### src/rtl/div_pkg.sv
// Shared state encoding, flag bundle and sizing helper for the sequential divider.
package div_pkg;

  localparam int DIV_W_DEFAULT = 16;

  typedef enum logic [1:0] {
    DIV_IDLE = 2'd0,
    DIV_BUSY = 2'd1,
    DIV_DONE = 2'd2
  } div_state_e;

  typedef struct packed {
    logic div_by_zero;
    logic overflow;
  } div_flags_t;

  // Iteration counter width; a 1-bit floor keeps degenerate widths legal.
  function automatic int div_cnt_w(input int w);
    return (w > 1) ? $clog2(w) : 1;
  endfunction

endpackage

### src/rtl/cla_nbit.sv
// Purpose: n-bit carry-lookahead adder, 4-bit lookahead groups chained on group carries.
// Latency: purely combinational, zero cycles.
// Backpressure: none, no handshake.
module cla_nbit #(
  parameter int n = 17
) (
  input  logic [n-1:0] a,
  input  logic [n-1:0] b,
  input  logic         cin,
  output logic [n-1:0] sum,
  output logic         cout
);

  localparam int NBLK = (n + 3) / 4;

  logic [n-1:0]  g;
  logic [n-1:0]  p;
  logic [n:0]    c;
  logic [NBLK:0] bc;
  logic          gg;
  logic          gp;

  always_comb begin
    g  = a & b;
    p  = a ^ b;
    c  = '0;
    bc = '0;
    gg = 1'b0;
    gp = 1'b0;
    bc[0] = cin;
    // Group generate/propagate; the last group may be narrower than 4 bits.
    for (int k = 0; k < NBLK; k++) begin
      gg = 1'b0;
      gp = 1'b1;
      for (int j = 0; j < 4; j++) begin
        if (4 * k + j < n) begin
          gg = g[4*k+j] | (p[4*k+j] & gg);
          gp = gp & p[4*k+j];
        end
      end
      bc[k+1] = gg | (gp & bc[k]);
    end
    c[0] = bc[0];
    for (int i = 1; i < n; i++) begin
      if (i % 4 == 0) begin
        c[i] = bc[i/4];
      end else begin
        c[i] = g[i-1] | (p[i-1] & c[i-1]);
      end
    end
    c[n] = bc[NBLK];
    sum  = p ^ c[n-1:0];
    cout = c[n];
  end

endmodule

### src/rtl/div32x16_seq.sv
// Purpose: unsigned restoring divider, 2*WIDTH-bit dividend by WIDTH-bit divisor, one quotient bit per clock.
// Latency: result valid WIDTH edges after the accept edge; zero divisor or overflow valid right after the accept edge.
// Backpressure: one op in flight; in_ready only in IDLE, result held in DONE until out_ready.
module div32x16_seq
  import div_pkg::*;
#(
  parameter int WIDTH = DIV_W_DEFAULT
) (
  input  logic               clk,
  input  logic               rst_n,
  input  logic               in_valid,
  output logic               in_ready,
  input  logic [2*WIDTH-1:0] dividend,
  input  logic [WIDTH-1:0]   divisor,
  output logic               out_valid,
  input  logic               out_ready,
  output logic [WIDTH-1:0]   quotient,
  output logic [WIDTH-1:0]   remainder,
  output logic               div_by_zero,
  output logic               overflow
);

  localparam int               CNT_W    = div_cnt_w(WIDTH);
  localparam logic [CNT_W-1:0] CNT_LAST = CNT_W'(WIDTH - 1);

  div_state_e        state_q, state_d;
  logic [WIDTH-1:0]  r_q, r_d;
  logic [WIDTH-1:0]  q_q, q_d;
  logic [CNT_W-1:0]  cnt_q, cnt_d;
  logic [WIDTH-1:0]  dvs_q, dvs_d;
  logic [WIDTH-1:0]  quo_q, quo_d;
  logic [WIDTH-1:0]  rem_q, rem_d;
  div_flags_t        flags_q, flags_d;
  logic              out_valid_q, out_valid_d;

  logic [WIDTH-1:0]  dvd_hi;
  logic [WIDTH-1:0]  dvd_lo;
  logic [WIDTH:0]    t;
  logic [WIDTH:0]    sub_b;
  logic [WIDTH:0]    diff;
  logic              sub_cout;
  logic              no_borrow;

  assign dvd_hi = dividend[2*WIDTH-1:WIDTH];
  assign dvd_lo = dividend[WIDTH-1:0];

  // Trial subtraction t - divisor as t + ~divisor + 1; carry-out high means no borrow.
  assign t     = {r_q, q_q[WIDTH-1]};
  assign sub_b = ~{1'b0, dvs_q};

  cla_nbit #(
    .n (WIDTH + 1)
  ) u_trial_sub (
    .a    (t),
    .b    (sub_b),
    .cin  (1'b1),
    .sum  (diff),
    .cout (sub_cout)
  );

  // With r < divisor, a successful subtract always leaves diff[WIDTH] clear.
  assign no_borrow = sub_cout & ~diff[WIDTH];

  always_comb begin
    state_d     = state_q;
    r_d         = r_q;
    q_d         = q_q;
    cnt_d       = cnt_q;
    dvs_d       = dvs_q;
    quo_d       = quo_q;
    rem_d       = rem_q;
    flags_d     = flags_q;
    out_valid_d = out_valid_q;

    unique case (state_q)
      DIV_IDLE: begin
        if (in_valid) begin
          if (divisor == '0) begin
            state_d             = DIV_DONE;
            quo_d               = '1;
            rem_d               = '0;
            flags_d.div_by_zero = 1'b1;
            flags_d.overflow    = 1'b0;
            out_valid_d         = 1'b1;
          end else if (dvd_hi >= divisor) begin
            state_d             = DIV_DONE;
            quo_d               = '1;
            rem_d               = '0;
            flags_d.div_by_zero = 1'b0;
            flags_d.overflow    = 1'b1;
            out_valid_d         = 1'b1;
          end else begin
            state_d = DIV_BUSY;
            r_d     = dvd_hi;
            q_d     = dvd_lo;
            dvs_d   = divisor;
            cnt_d   = '0;
          end
        end
      end

      DIV_BUSY: begin
        r_d   = no_borrow ? diff[WIDTH-1:0] : t[WIDTH-1:0];
        q_d   = {q_q[WIDTH-2:0], no_borrow};
        cnt_d = cnt_q + 1'b1;
        if (cnt_q == CNT_LAST) begin
          state_d             = DIV_DONE;
          quo_d               = q_d;
          rem_d               = r_d;
          flags_d.div_by_zero = 1'b0;
          flags_d.overflow    = 1'b0;
          out_valid_d         = 1'b1;
        end
      end

      DIV_DONE: begin
        if (out_ready) begin
          state_d     = DIV_IDLE;
          out_valid_d = 1'b0;
        end
      end

      default: begin
        state_d     = DIV_IDLE;
        out_valid_d = 1'b0;
      end
    endcase
  end

  always_ff @(posedge clk or negedge rst_n) begin
    if (!rst_n) begin
      state_q     <= DIV_IDLE;
      r_q         <= '0;
      q_q         <= '0;
      cnt_q       <= '0;
      dvs_q       <= '0;
      quo_q       <= '0;
      rem_q       <= '0;
      flags_q     <= '0;
      out_valid_q <= 1'b0;
    end else begin
      state_q     <= state_d;
      r_q         <= r_d;
      q_q         <= q_d;
      cnt_q       <= cnt_d;
      dvs_q       <= dvs_d;
      quo_q       <= quo_d;
      rem_q       <= rem_d;
      flags_q     <= flags_d;
      out_valid_q <= out_valid_d;
    end
  end

  assign in_ready    = (state_q == DIV_IDLE);
  assign out_valid   = out_valid_q;
  assign quotient    = quo_q;
  assign remainder   = rem_q;
  assign div_by_zero = flags_q.div_by_zero;
  assign overflow    = flags_q.overflow;

endmodule

### config.mk
export PLATFORM = sky130hd
export DESIGN_NAME = div32x16_seq
export DESIGN_NICKNAME = d
export VERILOG_FILES = /design/src/rtl/div_pkg.sv /design/src/rtl/cla_nbit.sv /design/src/rtl/div32x16_seq.sv
export SDC_FILE = /design/constraint.sdc
export NUM_CORES = 1
export LEC_CHECK = 0
export ABC_CLOCK_PERIOD_IN_PS = 3300
export CORE_MARGIN = 2
export CORE_UTILIZATION = 48
export CTS_CLUSTER_DIAMETER = 50
export CTS_CLUSTER_SIZE = 10
export DETAILED_ROUTE_END_ITERATION = 10
export PLACE_DENSITY = 0.82
export SLEW_MARGIN = 20
export SYNTH_ARGS = -nofsm -noshare
export SYNTH_HDL_FRONTEND = slang
export SYNTH_SLANG_ARGS = --single-unit
### constraint.sdc
create_clock -name clk -period 3.3 [get_ports clk]
set_input_delay 0.66 -clock clk [delete_from_list [all_inputs] [get_ports clk]]
set_output_delay 0.66 -clock clk [all_outputs]
set_load 0.05 [all_outputs]
==> impl_results.md, run 1 <==
- Initial antenna violation count: 0
- Drt first pass iters: 5
- Ys Warns: 0
- Top cells by area, synth: dfrtp_1, ha_1, nand2_1
- CP Class: reg -> reg
- # rows: 37
- Core region area: between 10,000 and 15,000 µm²
- # setup viols final: 3
- CP Launch Type: flip-flop
- Fin crit share: 1.02
- Clock sinks: 89
- R2R Path End: remainder[11]
- Die width: 108 µm
- H-tree depth: 3
- Initial Utilization: 0.497
- Synth area leader: dfrtp_1
- Worst-path clk slew: roughly 0.09 ns
- Routed len/inst: 18.5 µm
- Dpl hpwl: around 11 mm
- P per Cell Area: about 1300 nW/µm²
- Vias in the first global route: 4,869
- Status: finished with violations
- Diodes inserted: 0
- Synth Instances: ~540
- Max-slew headroom: 0.541
- CTS buffer count: 9
- Post-layout net count: between 700 and 800
- CTS Hold Bufs: 0
- Fill count: around 810
- Asr flop ratio synth: 1.00
- RSZ-0062 raised after global routing: yes
- Die Footprint: between 10,000 and 15,000 µm²
- Failing checks: negative setup slack
- Area share of the largest cell type after synthesis: 0.433
- Leak pwr: between 0.003 and 0.004 µW
- Via density: approximately 5.8
- Post-synth EDFFs: 0
- Syn Area/Cell: roughly 9.5 µm²
- Largest net degree at the start of global routing: 47
- R2r setup slk: -0.05 ns
- Via Count: between 4,000 and 5,000
- Min-Delay Path Class: in -> async
- Io pins: 88
- Hold Fails Final Rpt: 0
- Clk_lat worst skew: approximately 0.36 ns
- Crit. End Element: flip-flop
- Final Worst Setup Slack: -0.0515 ns
- Fraction of layout cells with a size suffix above 1: 0.177
- Bufs on Longest Clock Path: 2
- Sequential share of the synthesized area: 0.433
- Mapped Nets: between 600 and 700
- IO buf count: a little under 90
- WP data required: approximately 3.5 ns
- Final Util: 0.670
- Commonest cells in the netlist: nand2_1, dfrtp_1, o21ai_0
- 1st-iter DRT viols: around 360
- Skew final: 0.0104 ns
- Slew @ Worst Pin: about 0.69 ns
- Total power: ~8700 µW
- Maximum resistive drop on vdd: between 0.0006 and 0.0007 V
- Root buffer cell: clkbuf_8
- Cell area after synthesis: 5150 µm²
- Post-Place Cells: about 800
- Reg2reg path depth: 14
- Most common flop cell mapped by yosys: dfrtp_1
- Gr usage total: 0.266
- Final ANT Viol Nets: 0
- Count leader, synth: nand2_1
- RePlAce Congestion: about 0.9
- Area grow syn2layout: 34.9%
- Final Critical Period: about 3.4 ns
- Max-cap violations: 0
- Die H: between 100 and 150 µm
- WL final: ~15 mm
- Slew Limit Fails: 0
- FMAX: between 200 and 300 MHz
- Critical Path Fanout Max: 2
- TritonCTS clock tree: yes
- Post-synth cell types: 60
- Non-Filler Instances: 818
- GRT overflow: 0
- Register bit total from synthesis: 89
- Arrival time worst endpoint: between 3 and 4 ns
- DRC viols: 0
- Critical register-to-register path startpoint: r_q[1]
- Global-route wire length before repair: 24.0 mm
## worst max-delay path, cell delays in order, from the launching register on
cell and delay [ns]:
dfrtp_1 0.41, ha_1 0.31, o21ai_2 0.21, a221oi_4 0.10
buf_4 0.15, or2_4 0.25, fa_2 0.34, fa_2 0.35
inv_2 0.06, fa_2 0.21, xor2_2 0.17, o21ai_1 0.08
and3_1 0.18, a311oi_2 0.30, o21ai_1 0.09
## how the worst max path moves through the flow
stage              from            end  slack, ns  cells after the start
6_report         r_q[1]  remainder[11]      -0.05                     14
3_5_place_dp    q_q[15]  remainder[11]      -0.32                     14
3_3_place_gp    q_q[15]  remainder[11]      -0.23                     14
5_1_grt          r_q[1]  remainder[11]      -0.17                     14
4_1_cts        dvs_q[2]  remainder[15]      -0.02                     15
2_1_floorplan    r_q[0]  remainder[15]      0.003                     14
## layer usage
layer	part of all wire	up-vias	track usage	routed length [µm]
met5	0	-	0	0
li1	-	2186	-	-
met1	0.40	2315	0.336	6120
met2	0.52	181	0.473	7900
met4	0.019	0	0.0852	281
met3	0.056	26	0.0333	851
## through the flow
step | hold WS [ns] | cell area, µm² | setup slack [ns] | TNS [ns]
after floorplan | 0.364 | 5150 | 0.00338 | 0
after global placement | 0.464 | 6520 | -0.229 | -0.708
after detailed placement | 0.470 | 6520 | -0.320 | -1.25
after CTS | 0.305 | 6900 | -0.0210 | -0.0210
after global routing | 0.337 | 6950 | -0.172 | -0.512
final | 0.289 | 6950 | -0.0515 | -0.133
## placed cells by master, fill, tap and decap left out, types with 4 or more instances in the layout
cell type,Yosys,routed
clkdlybuf4s50_1,0,86
a22o_1,7,7
dfrtp_1,89,89
a31oi_1,15,15
a221o_1,17,17
a21oi_1,13,12
and3_1,8,8
buf_12,0,4
inv_2,0,4
ha_1,34,28
nand2_1,92,92
a32o_1,6,5
buf_4,2,59
nor2_1,41,41
o21ai_0,57,52
o21ai_1,7,9
inv_1,48,44
nor4_1,4,4
fa_1,11,5
o21a_1,4,4
ha_4,0,5
clkbuf_8,0,11
a22oi_1,11,10
fa_2,0,6
nand4_1,4,4
## sequential cells by signal (all words and copies together), names as in the netlist
name         count
state_q          2
r_q             16
dvs_q           16
overflow         1
quotient        16
remainder       16
div_by_zero      1
q_q             16
cnt_q            4
out_valid        1
## layout make-up
cell class	count	area, µm²	share of cell area
Clock buffer	11	151	0.0218
Multi-Input combinational cell	381	2760	0.397
Sequential cell	89	2230	0.321
Clock inverter	4	76.3	0.0110
Tap cell	136	170	0.0245
Timing Repair Buffer	149	1380	0.199
Inverter	48	180	0.0259
## repair_timing
| item | CTS | global route |
|---|---|---|
| pin swaps | 10 | 2 |
| endpoints found under the setup margin | 7 | 4 |
| gates resized for setup | 20 | 11 |
| setup buffers | 7 | 2 |
## power by group
| part | internal (µW) | switching (µW) |
|---|---|---|
| Clock | 466 | 402 |
| Combinational | 2520 | 3240 |
| Sequential | 1650 | 421 |
## cell families (layout without fill, tap and decap cells)
family,count (synthesis),count (layout),synth area share
and+or+nand+nor,168,168,0.143
AOI/OAI and AO/OA,157,157,0.214
DFF,89,89,0.433
buffers and inverters,73,212,0.0591
adders and majority gates,45,45,0.125
muxes,6,6,0.0134
xor gates and xnor gates,5,5,0.0122
No activity file was read; power rests on OpenSTA's default activity.
==> run 2, diff against run 1 <==
--- a/config.mk
+++ b/config.mk
@@ -5,14 +5,16 @@
 export SDC_FILE = /design/constraint.sdc
 export NUM_CORES = 1
 export LEC_CHECK = 0
-export ABC_CLOCK_PERIOD_IN_PS = 3300
+export ABC_CLOCK_PERIOD_IN_PS = 3650
+export CORE_ASPECT_RATIO = 0.9
 export CORE_MARGIN = 2
-export CORE_UTILIZATION = 48
+export CORE_UTILIZATION = 54
 export CTS_CLUSTER_DIAMETER = 50
 export CTS_CLUSTER_SIZE = 10
 export DETAILED_ROUTE_END_ITERATION = 10
-export PLACE_DENSITY = 0.82
+export PLACE_DENSITY = 0.87
 export SLEW_MARGIN = 20
 export SYNTH_ARGS = -nofsm -noshare
 export SYNTH_HDL_FRONTEND = slang
+export SYNTH_HIERARCHICAL = 1
 export SYNTH_SLANG_ARGS = --single-unit
==> constraint.sdc (replaced) <==
create_clock -name clk -period 3.65 [get_ports clk]
set_input_delay 0.73 -clock clk [delete_from_list [all_inputs] [get_ports clk]]
set_output_delay 0.73 -clock clk [all_outputs]
set_load 0.05 [all_outputs]
==> run 2 against run 1 <==
  * The run now ends clean
  * Combinational power down 38%
  * Cell area decreased by 6.8%
  * Register-to-register slack better by 0.22 ns
  * Clock skew about the same
  * Sequential power is 14% lower
  * Synthesized area rose by 1.8%
  * Non-clock buffer count is 50 lower
  * Highest routed layer unchanged
  * Largest power group unchanged
  * Routed wire length fell by 15%
  * Synthesized cell count is 5.9% lower
  * Setup slack improved by 0.22 ns
  * Sequential cell count unchanged
==> impl_results.md, run 2 <==
- Status: complete, no violations
- Slew @ Worst Pin: 0.626 ns (-0.0597 ns)
- Final ANT Viol Nets: 0 (unchanged)
- # rows: 34 (-8.1%)
- CTS Hold Bufs: 0 (unchanged)
- Routed len/inst: 17.7 µm (-4.7%)
- Worst-path cell chain: ha_1, a21oi_1, nor2b_1, nor3_1, o21ai_1, fa_1, fa_1, fa_1, xor2_1, mux2i_1, nor2_1, mux2_1
- Commonest non-fill, non-tap cell in the layout: dfrtp_1
- # setup viols final: 0 (-3)
- Syn Area/Cell: 10.3 µm² (+8.1%)
- Max-cap violations: 0 (unchanged)
- Bufs on Longest Clock Path: 2 (unchanged)
- Io pins: 88 (unchanged)
- Setup TNS: 0 ns (+0.133 ns)
- Diodes inserted: 0 (unchanged)
- P per Cell Area: 944 nW/µm² (-25%)
- Met3 WL post-DR: 822 µm (-3.4%)
- Count leader, synth: dfrtp_1
- Initial antenna violation count: 0 (unchanged)
- Min-Delay Path Class: in -> async
- Critical Path Fanout Max: 4 (+2)
- Non-Filler Instances: 728 (-11%)
- Post-Place Cells: 711 (-10%)
- Largest net degree at the start of global routing: 53 (+13%)
- Commonest cells in the netlist: dfrtp_1, mux2i_1, inv_1
- Area grow syn2layout: 23.5%
- Fraction of layout cells with a size suffix above 1: 0.0681 (-0.109)
- RSZ-0062 raised after global routing: no
- Commonest cells after routing, fill and taps aside: dfrtp_1, clkdlybuf4s50_1, mux2i_1
- Ys Warns: 6 (+6)
- Final Critical Period: 3.48 ns (+0.128 ns)
- GRT overflow: 0 (unchanged)
- Worst-path clk slew: 0.09 ns (about the same)
- Sequential share of the synthesized area: 0.425 (-0.00754)
- CP Launch Type: flip-flop
- Arrival time worst endpoint: 3.73 ns (+0.17 ns)
- Most common flop cell mapped by yosys: dfrtp_1
- Fin crit share: 0.953 (-0.0623)
- Clk_lat worst skew: 0.37 ns (about the same)
- Hold Fails Final Rpt: 0 (unchanged)
- Slew Limit Fails: 0 (unchanged)
- Maximum resistive drop on vdd: 0.000567 V (-12%)
- Met2 WL: 6.28 mm (-21%)
- Total power: 6100 µW (-30%)
- Synth area leader: dfrtp_1
- Area share of the largest cell type after synthesis: 0.425 (-0.00754)
- Core region area: 9570 µm² (-7.7%)
- Post-cts sizing count: 0 (-100%)
- FMAX: 287 MHz (-3.7%)
- Critical path buffer and inverter count: 0 (-2)
- Root buffer cell: clkbuf_8
- CP Class: reg -> reg
- Vias in the first global route: 4,218 (-13%)
- Gr usage total: 0.257 (-0.00875)
- Initial Utilization: 0.547 (+0.0510)
- Most frequent CP cell: fa_1
- Register bit total from synthesis: 89 (unchanged)
- CP max stage delay: 0.44 ns (+0.03 ns)
- Via Count: 4,122 (-12%)
- WP data required: 3.90 ns (+0.39 ns)
- Post-synth EDFFs: 0 (unchanged)
- TritonCTS clock tree: yes
- Skew final: 0.0106 ns (+0.000139 ns)
- Leak pwr: 0.00310 µW (-2.0%)
- Top cells by area, synth: dfrtp_1, mux2i_1, ha_1
- IO buf count: 87 (unchanged)
- Cell area after synthesis: 5240 µm² (+1.8%)
- Die Footprint: 10,500 µm² (-9.2%)
- WL final: 12.9 mm (-15%)
- DRC viols: 0 (unchanged)
- Clock sinks: 89 (unchanged)
- Max-slew headroom: 0.582 (+0.0415)
- Uppermost layer routed: met4
- Asr flop ratio synth: 1.00 (unchanged)
- Crit. End Element: flip-flop
- Drt first pass iters: 5 (unchanged)
- Post-layout net count: 695 (-10%)
- Via density: 5.66 (-1.6%)
- RePlAce Congestion: 0.873 (-5.0%)
- M1 WL: 5.49 mm (-10%)
- Synth Instances: 511 (-5.9%)
- Die H: 97.5 µm (-9.4%)
- Fill count: 720 (-11%)
- H-tree depth: 3 (unchanged)
- Worst path slowest cell: dfrtp_1
- Post-synth cell types: 44 (-27%)
- CTS buffer count: 9 (unchanged)
- Delay-heaviest family, CP: adder cells
- Dpl hpwl: 9.15 mm (-17%)
- Die width: 108 µm (+0.25%)
- Postcts setup bufs: 0 (-7)
- Global-route wire length before repair: 21.0 mm (-12%)
- 1st-iter DRT viols: 214 (-40%)
[run 2: changes by cell type after synthesis, sizes merged, moves of 5 or more]
| cell | change |
|---|---|
| mux2i | +61 |
| o21ai | +10 |
| nor2b | +6 |
| a22o | -6 |
| and3 | -8 |
| nand2 | -80 |
| a22oi | -11 |
| a221o | -17 |
| a31oi | -12 |
| a32o | -5 |
| inv | +10 |
| mux2 | +13 |
| a21oi | +11 |
[run 2: area by class of cell]
class / count / area [µm²] / area share
sequential: 89 / 2230 / 0.344
tap: 126 / 158 / 0.0244
clock buffer: 11 / 141 / 0.0219
timing repair buffer: 99 / 996 / 0.154
clock inverter: 5 / 62.6 / 0.00967
inverter: 58 / 218 / 0.0336
multi-input combinational: 340 / 2670 / 0.412
[run 2: layer usage]
metal,global-route usage,up-vias
met5,0,-
met4,0.104,0
met3,0.0463,20
met2,0.404,164
met1,0.353,2022
li1,-,1916
[run 2: cell families (layout without fill, tap and decap cells)]
kind of cell             count (synthesis)  in the layout  synth area share
multiplexers                            80             80             0.157
AO/OA/AOI/OAI                          118            118             0.128
buffers and inverters                   84            173            0.0688
XOR/XNOR                                 4              4           0.00669
AND/OR/NAND/NOR                         89             89            0.0857
flip-flops                              89             89             0.425
other                                    1              3          0.000716
adder cells (fa/ha/maj)                 46             46             0.128
[run 2: path summary, 6_finish.rpt]
check	startpoint	end	slack, ns	depth (start not counted)
min in group clk	cnt_q[3]	cnt_q[3]	0.49	1
worst max register to register	r_q[1]	remainder[11]	0.17	12
worst max-delay path	r_q[1]	remainder[11]	0.17	12
worst min register to register	cnt_q[3]	cnt_q[3]	0.49	1
worst min-delay path	rst_n	r_q[6]	0.30	1
max in group asynchronous	rst_n	quotient[8]	2.58	2
[run 2: where the power goes]
part	switching [µW]	leakage, µW	internal (µW)
registers	336	0.00107	1450
logic	2180	0.00193	1420
clock network	372	0.000102	342
[run 2: metrics by stage]
stage / area, µm² / util / setup WS, ns / hold WS (ns)
finish: 6470 / 0.676 / 0.170 / 0.302
CTS: 6450 / 0.674 / 0.219 / 0.317
detailed placement: 6250 / 0.653 / 0.0426 / 0.474
global placement: 6250 / 0.653 / 0.192 / 0.462
global route: 6470 / 0.676 / 0.0694 / 0.335
floorplan: 5250 / - / 0.561 / 0.434
==> run 3, diff against run 2 <==
--- a/config.mk
+++ b/config.mk
@@ -6,12 +6,13 @@
 export NUM_CORES = 1
 export LEC_CHECK = 0
 export ABC_CLOCK_PERIOD_IN_PS = 3650
-export CORE_ASPECT_RATIO = 0.9
+export CORE_ASPECT_RATIO = 0.8
 export CORE_MARGIN = 2
 export CORE_UTILIZATION = 54
 export CTS_CLUSTER_DIAMETER = 50
 export CTS_CLUSTER_SIZE = 10
 export DETAILED_ROUTE_END_ITERATION = 10
+export HOLD_SLACK_MARGIN = 0.02
 export PLACE_DENSITY = 0.87
 export SLEW_MARGIN = 20
 export SYNTH_ARGS = -nofsm -noshare
==> run 3 against run 2 <==
  * Non-clock buffer count down 3
  * Largest power group unchanged
  * Sequential share of layout area down 0.32 points
  * Clock power up 31%
  * Largest cell class unchanged
==> impl_results.md, run 3 (synthesis results as in run 2) <==
- Postcts setup bufs: 0 (unchanged)
- Status: complete, no violations
- Critical Path Fanout Max: 4 (unchanged)
- Post-layout net count: 692 (-0.43%)
- # rows: 32 (-5.9%)
- 1st-iter DRT viols: 199 (-7.0%)
- Largest net degree at the start of global routing: 53 (unchanged)
- Final instance area: 6530 µm² (+0.93%)
- P per Cell Area: 964 nW/µm² (+2.2%)
- Final hold slack: 0.326 ns (+0.0238 ns)
- Setup TNS: 0 ns (unchanged)
- CTS Hold Bufs: 0 (unchanged)
- Clock sinks: 89 (unchanged)
- R2r setup slk: 0.14 ns (-0.03 ns)
- Non-Filler Instances: 718 (-1.4%)
- GRT overflow: 0 (unchanged)
- Slew Limit Fails: 0 (unchanged)
- Max-cap violations: 0 (unchanged)
- Fraction of layout cells with a size suffix above 1: 0.0651 (-0.00300)
- Slew @ Worst Pin: 1.06 ns (+0.437 ns)
- Final Critical Period: 3.51 ns (+0.0266 ns)
- Place WS: 0.214 ns (+0.171 ns)
- Leak pwr: 0.00313 µW (+0.87%)
- Initial Utilization: 0.550 (+0.00244)
- Min-Delay Path Class: in -> async
- Bufs on Longest Clock Path: 2 (unchanged)
- Vias in the first global route: 4,248 (+0.71%)
- CP Launch Type: flip-flop
- Hold Fails Final Rpt: 0 (unchanged)
- Root buffer cell: clkbuf_16
- Max-slew headroom: 0.291 (-0.291)
- H-tree depth: 3 (unchanged)
- Crit. End Element: flip-flop
- TritonCTS clock tree: yes
- Post-cts sizing count: 0 (unchanged)
- Commonest non-fill, non-tap cell in the layout: dfrtp_1
- Die H: 92.1 µm (-5.5%)
- Routed len/inst: 18.0 µm (+1.9%)
- Io pins: 88 (unchanged)
- Maximum resistive drop on vdd: 0.000579 V (+2.1%)
- Clk_lat worst skew: 0.35 ns (-0.02 ns)
- Drt first pass iters: 5 (unchanged)
- Core region area: 9530 µm² (-0.44%)
- Critical register-to-register path startpoint: r_q[1]
- Global-route wire length before repair: 20.9 mm (-0.42%)
- Commonest cells after routing, fill and taps aside: dfrtp_1, clkdlybuf4s50_1, mux2i_1
- Skew final: 0.00603 ns (-0.00454 ns)
- Post-Place Cells: 702 (-1.3%)
- R2R Path End: remainder[15]
- Gr usage total: 0.256 (-0.000913)
- Die Footprint: 10,500 µm² (about the same)
- Reg2reg path depth: 12 (unchanged)
- Area grow syn2layout: 24.6%
- DRC viols: 0 (unchanged)
- CP Class: reg -> reg
- Dpl hpwl: 9.22 mm (+0.77%)
- Initial antenna violation count: 0 (unchanged)
- RSZ-0062 raised after global routing: no
- Worst-path clk slew: 0.06 ns (-0.03 ns)
- WP data required: 3.88 ns (-0.02 ns)
- CTS buffer count: 9 (unchanged)
- Diodes inserted: 0 (unchanged)
- Fin crit share: 0.961 (+0.00729)
- # setup viols final: 0 (unchanged)
- Die width: 114 µm (+5.8%)
- Via density: 5.73 (+1.2%)
- Final ANT Viol Nets: 0 (unchanged)
- RePlAce Congestion: 0.856 (-2.0%)
- Placed Area: 6230 µm² (-0.18%)
- Arrival time worst endpoint: 3.74 ns (about the same)
- FMAX: 285 MHz (-0.76%)
- WL final: 12.9 mm (+0.50%)
- Final Worst Setup Slack: 0.144 ns (-0.0266 ns)
- IO buf count: 87 (unchanged)
- Via Count: 4,114 (-0.19%)
[run 3: layer usage]
layer / vias up / global-route usage / wire (µm)
li1: 1917 / - / -
met4: 0 / 0.0935 / 240
met3: 24 / 0.0535 / 758
met5: - / 0 / 0
met2: 141 / 0.406 / 6200
met1: 2032 / 0.350 / 5730
[run 3: area by class of cell]
| type | instances | area (µm²) |
|---|---|---|
| well taps | 119 | 149 |
| repair buffers | 96 | 973 |
| fillers | 715 | 3000 |
| inverters | 58 | 218 |
| clock inverters | 7 | 70.1 |
| multi-input cells | 340 | 2670 |
| flip-flops and latches | 89 | 2230 |
| clock buffers | 9 | 225 |
[run 3: report_power, final]
group          leakage, µW  total [µW]  switching, µW  internal (µW)
clock             0.000146         936            406            530
sequential         0.00107        1790            336           1460
combinational      0.00192        3570           2170           1400
[run 3: worst max path at each step]
stage	startpoint	end	slack, ns	cells after the start
after floorplan	r_q[8]	remainder[15]	0.56	12
after global placement	divisor[1]	dvs_q[0]	0.32	10
after detailed placement	divisor[1]	quotient[13]	0.21	10
after CTS	r_q[1]	remainder[15]	0.19	12
after global routing	r_q[1]	remainder[11]	0.02	12
final	r_q[1]	remainder[15]	0.14	12
[run 3: critical path, stage by stage (launching register included)]
cell and delay, ns:
dfrtp_1 0.43, ha_1 0.35, a21oi_1 0.17, nor2b_1 0.09, o31ai_2 0.29, nand3_2 0.18
fa_1 0.42, fa_1 0.39, fa_1 0.39, xor2_1 0.15, mux2i_1 0.14, nor2_1 0.07
mux2_1 0.33
[run 3: through the flow]
stage                     utilization  total power (µW)
after global routing            0.685              6690
after global placement          0.654              5170
after detailed placement        0.654              5350
after floorplan                     -              4280
final                           0.685              6300
after CTS                       0.685              6300
